[src/rtl/mmio_pkg.sv]
// mmio_pkg: shared constants for the memory-mapped I/O port.
// Default register addresses and status-register bit positions. The assembler
// and software headers use these same values.
package mmio_pkg;

  localparam int unsigned MMIO_DW = 16;

  localparam logic [15:0] MMIO_IN_ADDR   = 16'hFFF0;
  localparam logic [15:0] MMIO_OUT_ADDR  = 16'hFFF2;
  localparam logic [15:0] MMIO_STAT_ADDR = 16'hFFF4;

  // Status register bit indices
  localparam int unsigned STAT_NEW = 0;
  localparam int unsigned STAT_OVR = 1;

endpackage

[src/rtl/mmio_in_filter.sv]
// mmio_in_filter: input path for the board switches.
// Two-flop synchronizer, optional debounce filter and the committed input
// register. 'commit' is high in the cycle whose closing edge loads a new value
// into in_reg, so the parent can set its flags on that same edge.
//
// Build option: MMIO_DEBOUNCE_EN
//   defined   - a value must sit stable in sync2 for DEBOUNCE_CYCLES cycles
//   undefined - in_reg follows sync2 directly (DEBOUNCE_CYCLES unused)
//
// Ports:
//   clk, rst  - clock, asynchronous active-high reset
//   fpga_in   - raw, asynchronous switch inputs
//   in_reg    - committed input value
//   commit    - new value lands in in_reg at the next rising edge
module mmio_in_filter
  import mmio_pkg::*;
#(
  parameter int unsigned DEBOUNCE_CYCLES = 4
) (
  input  logic               clk,
  input  logic               rst,
  input  logic [MMIO_DW-1:0] fpga_in,
  output logic [MMIO_DW-1:0] in_reg,
  output logic               commit
);

  logic [MMIO_DW-1:0] sync1_q, sync2_q;
  logic [MMIO_DW-1:0] in_reg_q, in_reg_d;
  logic               commit_w;

  always_ff @(posedge clk or posedge rst) begin
    if (rst) begin
      sync1_q  <= '0;
      sync2_q  <= '0;
      in_reg_q <= '0;
    end else begin
      sync1_q  <= fpga_in;
      sync2_q  <= sync1_q;
      in_reg_q <= in_reg_d;
    end
  end

`ifdef MMIO_DEBOUNCE_EN
  localparam int unsigned CntW = $clog2(DEBOUNCE_CYCLES + 1);

  logic [MMIO_DW-1:0] cand_q, cand_d;
  logic [CntW-1:0]    cnt_q, cnt_d;

  always_ff @(posedge clk or posedge rst) begin
    if (rst) begin
      cand_q <= '0;
      cnt_q  <= '0;
    end else begin
      cand_q <= cand_d;
      cnt_q  <= cnt_d;
    end
  end

  always_comb begin
    cand_d = cand_q;
    cnt_d  = cnt_q;
    if (sync2_q != cand_q) begin
      cand_d = sync2_q;
      cnt_d  = '0;
    end else if (32'(cnt_q) < DEBOUNCE_CYCLES) begin
      cnt_d = cnt_q + 1'b1;
    end
  end

  // Commit on the edge where the counter steps onto DEBOUNCE_CYCLES-1, i.e.
  // after the candidate has been seen stable for DEBOUNCE_CYCLES samples.
  assign commit_w = (sync2_q == cand_q) && (cand_q != in_reg_q) &&
                    (32'(cnt_q) + 32'd1 >= DEBOUNCE_CYCLES - 32'd1);
  assign in_reg_d = commit_w ? cand_q : in_reg_q;
`else
  assign commit_w = (sync2_q != in_reg_q);
  assign in_reg_d = sync2_q;
`endif

  assign in_reg = in_reg_q;
  assign commit = commit_w;

endmodule

[src/rtl/mmio_port.sv]
// mmio_port: memory-mapped I/O port on the data-memory bus.
// Decodes three addresses: a read-only input register fed by the filtered
// board switches, a read/write output register driving the LEDs, and a
// status register (new-data / overrun flags) that clears when loaded.
//
// Build option: MMIO_DEBOUNCE_EN (enables the input debounce filter)
//
// Ports:
//   CLK, reset          - clock, asynchronous active-high reset
//   Addr, WriteData     - bus address and store data
//   MemWrite, MemRead   - one-cycle store / load strobes
//   ReadData            - combinational load data, 0 when not selected
//   IOSel               - Addr hits one of the port registers
//   FPGAIn              - asynchronous switch inputs
//   FPGAOut             - registered LED outputs
module mmio_port
  import mmio_pkg::*;
#(
  parameter logic [15:0] IN_ADDR         = MMIO_IN_ADDR,
  parameter logic [15:0] OUT_ADDR        = MMIO_OUT_ADDR,
  parameter logic [15:0] STAT_ADDR       = MMIO_STAT_ADDR,
  parameter int unsigned DEBOUNCE_CYCLES = 4
) (
  input  logic        CLK,
  input  logic        reset,
  input  logic [15:0] Addr,
  input  logic [15:0] WriteData,
  input  logic        MemWrite,
  input  logic        MemRead,
  output logic [15:0] ReadData,
  output logic        IOSel,
  input  logic [15:0] FPGAIn,
  output logic [15:0] FPGAOut
);

  logic        hit_in, hit_out, hit_stat;
  logic [15:0] in_reg;
  logic        commit;
  logic        new_q, new_d;
  logic        ovr_q, ovr_d;
  logic [15:0] out_q, out_d;
  logic [15:0] stat_word;

  mmio_in_filter #(
    .DEBOUNCE_CYCLES (DEBOUNCE_CYCLES)
  ) u_in_filter (
    .clk     (CLK),
    .rst     (reset),
    .fpga_in (FPGAIn),
    .in_reg  (in_reg),
    .commit  (commit)
  );

  assign hit_in   = (Addr == IN_ADDR);
  assign hit_out  = (Addr == OUT_ADDR);
  assign hit_stat = (Addr == STAT_ADDR);
  assign IOSel    = hit_in | hit_out | hit_stat;

  // Clear first, then set: a commit on the same edge as a clearing load wins.
  always_comb begin
    new_d = new_q;
    ovr_d = ovr_q;
    out_d = out_q;
    if (MemRead && (hit_in || hit_stat)) new_d = 1'b0;
    if (MemRead && hit_stat)             ovr_d = 1'b0;
    if (commit) begin
      new_d = 1'b1;
      if (new_q) ovr_d = 1'b1;
    end
    if (MemWrite && hit_out) out_d = WriteData;
  end

  always_ff @(posedge CLK or posedge reset) begin
    if (reset) begin
      new_q <= 1'b0;
      ovr_q <= 1'b0;
      out_q <= '0;
    end else begin
      new_q <= new_d;
      ovr_q <= ovr_d;
      out_q <= out_d;
    end
  end

  always_comb begin
    stat_word           = '0;
    stat_word[STAT_NEW] = new_q;
    stat_word[STAT_OVR] = ovr_q;
  end

  always_comb begin
    ReadData = '0;
    if (hit_in)        ReadData = in_reg;
    else if (hit_out)  ReadData = out_q;
    else if (hit_stat) ReadData = stat_word;
  end

  assign FPGAOut = out_q;

endmodule

[config.mk]
export PLATFORM = sky130hd
export DESIGN_NAME = mmio_port
export DESIGN_NICKNAME = d
export VERILOG_FILES = /design/src/rtl/mmio_pkg.sv /design/src/rtl/mmio_in_filter.sv /design/src/rtl/mmio_port.sv
export SDC_FILE = /design/constraint.sdc
export NUM_CORES = 1
export LEC_CHECK = 0
export ABC_AREA = 1
export ABC_CLOCK_PERIOD_IN_PS = 4850
export CAP_MARGIN = 20
export CELL_PAD_IN_SITES_DETAIL_PLACEMENT = 2
export CELL_PAD_IN_SITES_GLOBAL_PLACEMENT = 2
export CORE_MARGIN = 5
export CORE_UTILIZATION = 29
export CTS_CLUSTER_DIAMETER = 150
export DETAILED_ROUTE_END_ITERATION = 8
export GPL_ROUTABILITY_DRIVEN = 0
export PLACE_DENSITY = 0.87
export SETUP_SLACK_MARGIN = 0.1
export SYNTH_ARGS = -nofsm -noshare
export SYNTH_HDL_FRONTEND = slang
export SYNTH_SLANG_ARGS = --single-unit
[constraint.sdc]
create_clock -name CLK -period 4.85 [get_ports CLK]
set_input_delay 0.7275 -clock CLK [delete_from_list [all_inputs] [get_ports CLK]]
set_output_delay 0.7275 -clock CLK [all_outputs]
set_load 0.02 [all_outputs]
== Yosys cells after proc, flatten, opt, wreduce, memory -nomap -nowiden ==
Cells that the tools add are included.

* Register bits: 66
* Bits of input ports: 52
* Output and inout port bits: 33
* Logic and storage cells: 25

* Equal/unequal tests: 4
* Mux-type cells: 8
* Bitwise gates (word level): 2
* Reduce and logical (&&, ||, !) cells: 5

{| class="wikitable"
|+ Operators by type and width
! operator !! number
|-
| 16-bit equality test, second input constant || 3
|-
| 16-bit 2-to-1 mux || 2
|-
| 16-bit != test || 1
|-
| 1-bit 2-to-1 mux || 5
|-
| 1-bit logical AND || 3
|-
| 2-bit 2-to-1 mux || 1
|-
| 1-bit OR || 2
|-
| 2-bit nonzero test || 1
|-
| 1-bit logical OR || 1
|}

== Longest topological paths before layout ==
* Depth in word-level cells: 5
* Mapped depth: 9
* Gate-level depth less buffers: 9

== Hierarchy ==
From an unflattened synthesis, not the netlist that was laid out.

* Cells, all modules: 304
* Area, all modules: 2750.1 um^2

{| class="wikitable"
|+ Modules (own cells, without submodules)
! module !! instances !! cells an instance !! area an instance (um^2) !! seq. area each (um^2)
|-
| mmio_in_filter || 1 || 138 || 1539.0 || 1201.2
|-
| mmio_port || 1 || 166 || 1211.2 || 450.4
|}

== Worst setup path before layout ==
No wires, ideal clock.

* Path type: input -> output
* Start point: in Addr[5]
* End point: out ReadData[11]
* Arrival: 1.754 ns
* Required time: 4.123 ns
* Path slack: 2.368 ns
* Stages on the path: 7
* Path buffers: 1
* Path through: nand2_1 > nor2_2 > inv_1 > nor2_2 > nand2_1 > buf_2 > o21ai_1

* Longest elaborated chain between the ends: 3
* Elaborated cells between the ends (all ways): 4
* Classes of those cells: 2 x eq/ne; 2 x mux

{| class="wikitable"
|+ Ends and longest elaborated chain
! item !! line !! source
|-
| from (decl) || mmio_port.sv:26 || <nowiki>input logic [15:0] Addr,</nowiki>
|-
| 16-bit equality test || mmio_port.sv:55 || <nowiki>assign hit_out = (Addr == OUT_ADDR);</nowiki>
|-
| 16-bit 2-to-1 mux || mmio_port.sv:94 || <nowiki>else if (hit_out) ReadData = out_q;</nowiki>
|-
| 16-bit 2-to-1 mux * || mmio_port.sv:93 || <nowiki>if (hit_in) ReadData = in_reg;</nowiki>
|-
| to (decl) || mmio_port.sv:30 || <nowiki>output logic [15:0] ReadData,</nowiki>
|}

Mark *: on every way between the ends. The rest lies on a longest branch, timed or not.

== Worst setup path in the final report ==
* Start point: in Addr[5]
* End point: out ReadData[10]

The elaborated chain is that of the path after synthesis.

==> reports/results.tsv <==
stage	metric	value	unit
status	status	complete, no violations	
layout	fill_cells	984	
critical_path	cp-end-kind	output pin	
grt	track_usage	15.9	%
yosys	syn_area	2650	um^2
grt	grt_pass1_vias	2724	
grt	overflow	0	
critical_path	cp_num_buf_inv	4	
route	via_count	2241	
clocking	cts-buffers-inserted	9	
yosys	async_flop_share	100	%
yosys	syn_nets	333	
sta	max_freq	250	MHz
sta	finClkSkew	0.00747	ns
clocking	clk_pin_slew	0.07	ns
sta	fin_crit_sh	82.5	%
clocking	htree_levels	3	
sta	min_period	4.00	ns
layout	syn_to_final_growth	43.8	%
route	wl_per_cell	17.1	um
clocking	cts-root-buf	clkbuf_8	
clocking	postCtsSetupBuffers	0	
critical_path	worstSetupPathType	in -> out	
yosys	synth-main-ff-cell	dfrtp_1	
sta	slew_viol_final	0	
pwr	worst_ir_drop_vdd	164	uV
floorplan	dieWidth	106	um
sta	worst_pin_slew	0.697	ns
clocking	cts_resized	0	
clocking	postCtsHoldBufs	0	
pwr	power_density	309	nW/um^2
grt	antenna_found_initial	0	
yosys	synth.area.top_cells	dfrtp_1 62%, nand2_1 13%, inv_1 4.2%	
pwr	leakage	1.88	nW
yosys	synth.avg_cell_area	9.44	um^2
floorplan	io_pins	85	
route	drt_iter0_markers	51	
yosys	ys_seq_area_share	62.2	%
yosys	yosysWarnings	0	
min_path	hp-class	reg -> reg	
layout	stdcell_count	487	
critical_path	r2r_slack	3.59	ns
yosys	yosys.area.top_type	dfrtp_1	
yosys	netlist_instances	281	
critical_path	cp_slowest_stage_delay	0.60	ns
yosys	synth_edf_count	0	
floorplan	num_rows	35	
clocking	clock_path_buffers	2	
route	firstDrtPassIters	4	
place	post-place-cells	471	
place	dp_hpwl	6080	um
floorplan	dieArea	11200	um^2
grt	grt_pass1_wl	13700	um
critical_path	cp-start-kind	input pin	
yosys	synth.top_cell.area_share	62.2	%
yosys	synth_cell_types	19	
grt	grt_max_degree	35	
route	postRouteAntennaNets	0	
route	avgViaCountPerCell	4.60	
critical_path	path_delay_family	buffers and inverters	
yosys	synth_seq_cells	66	
route	wl	8300	um
floorplan	core_area	9060	um^2
layout	final_nets	423	
critical_path	slowest_stage	clkdlybuf4s50_1	
clocking	insertion_delay	0.35	ns
critical_path	worst_path_most_repeated_cell	nand2_1	
critical_path	cp_max_fo	13	
place	portBuffers	84	
sta	rsz0062_at_grt	false	
clocking	clock_sinks	66	
sta	final-setup-viol-count	0	
critical_path	cp.arrival	3.27	ns
layout	layout-drive-gt1-share	10.4	%
route	drc	0	
layout	diodes	0	
flow_run	cap_violations	0	
floorplan	dieHeight	106	um
floorplan	initial_utilization	29.3	%
sta	relSlewSlack	53.4	%
sta	tns	0	ns
critical_path	critPathRequiredTime	4.12	ns
sta	timing_hold_violations_final	0	
clocking	tritoncts	done	
critical_path	cp_cell_sequence	clkdlybuf4s50_1 -> nand2_1 -> nor2_2 -> inv_1 -> nor2_2 -> nand2_1 -> inv_1 -> nand2_1 -> nand2_1 -> clkdlybuf4s50_1	
[cell type report]
cell class                      instances  area [um^2]  area share (%)
Inverter                               32          123            3.21
Multi-Input combinational cell        177          837            21.9
Timing Repair Buffer                   85          848            22.2
Clock buffer                            9          124            3.25
Tap cell                              111          139            3.64
Clock inverter                          7         93.8            2.46
Sequential cell                        66         1650            43.3
[layer usage]
| layer | vias to the layer above | global-route usage, % | part of all wire, % |
|---|---|---|---|
| met5 | - | 0 | 0 |
| met4 | 0 | 4.72 | 0.88 |
| met3 | 8 | 6.12 | 7.8 |
| met2 | 76 | 27.6 | 51 |
| met1 | 1117 | 18.1 | 41 |
| li1 | 1040 | - | - |
[cells by family after synthesis]
family                    Yosys count  synth area share [%]
buffers and inverters              38                  6.22
xor gates and xnor gates            6                  1.98
AOI/OAI and AO/OA                  26                  5.09
DFF                                66                  62.2
and+or+nand+nor                   145                  24.5
[per-stage QoR]
step | total power, mW | utilization, % | area [um^2] | setup slack [ns] | hold WS, ns
floorplan | 0.620 | - | 2650 | 2.37 | 0.331
global placement | 0.673 | 39.7 | 3600 | 0.911 | 0.331
detailed placement | 0.679 | 39.7 | 3600 | 0.771 | 0.336
CTS | 1.20 | 42.1 | 3820 | 0.766 | 0.353
global route | 1.23 | 42.1 | 3820 | 0.603 | 0.352
finish | 1.18 | 42.1 | 3820 | 0.850 | 0.351
[cell usage after synthesis (2+ instances only)]
master,count
clkbuf_1,2
nand2_1,93
dfrtp_1,66
nor2_1,12
a21boi_0,2
inv_1,30
buf_2,3
xor2_1,6
nand2_2,11
nor2_8,2
o21ai_0,2
nand3_1,20
o21ai_1,22
nor2_2,5
[path summary, 6_finish.rpt]
path / from / to / depth (start not counted)
worst max-delay path: Addr[5] / ReadData[10] / 10
worst min-delay path: u_in_filter.sync1_q[3] / u_in_filter.in_reg_d[3] / 0
worst max register to register: u_in_filter.in_reg[5] / ovr_q / 7
worst min register to register: u_in_filter.sync1_q[3] / u_in_filter.in_reg_d[3] / 0
max in group asynchronous: reset / u_in_filter.in_reg_d[7] / 3
min in group asynchronous: reset / u_in_filter.sync1_q[14] / 2
[where the power goes]
part           switching (mW)  internal [mW]
Combinational          0.0381         0.0460
Clock                   0.224          0.288
Sequential             0.0115          0.570
Total                   0.274          0.904
[cell usage in the layout, fill, tap and decap left out, types with 2 or more instances in the layout]
cell / synthesis / final
nor2_8: 2 / 2
bufinv_16: 0 / 2
o21ai_0: 2 / 2
inv_1: 30 / 29
clkinvlp_4: 0 / 2
nand2_2: 11 / 11
clkinv_2: 0 / 2
a21boi_0: 2 / 2
xor2_1: 6 / 6
nor2_2: 5 / 5
nand3_1: 20 / 20
nor2_1: 12 / 12
clkbuf_8: 0 / 9
o21ai_1: 22 / 22
dfrtp_1: 66 / 66
nand2_1: 93 / 93
inv_2: 1 / 2
clkdlybuf4s50_1: 0 / 84
Power figures use the tool's default switching activity.
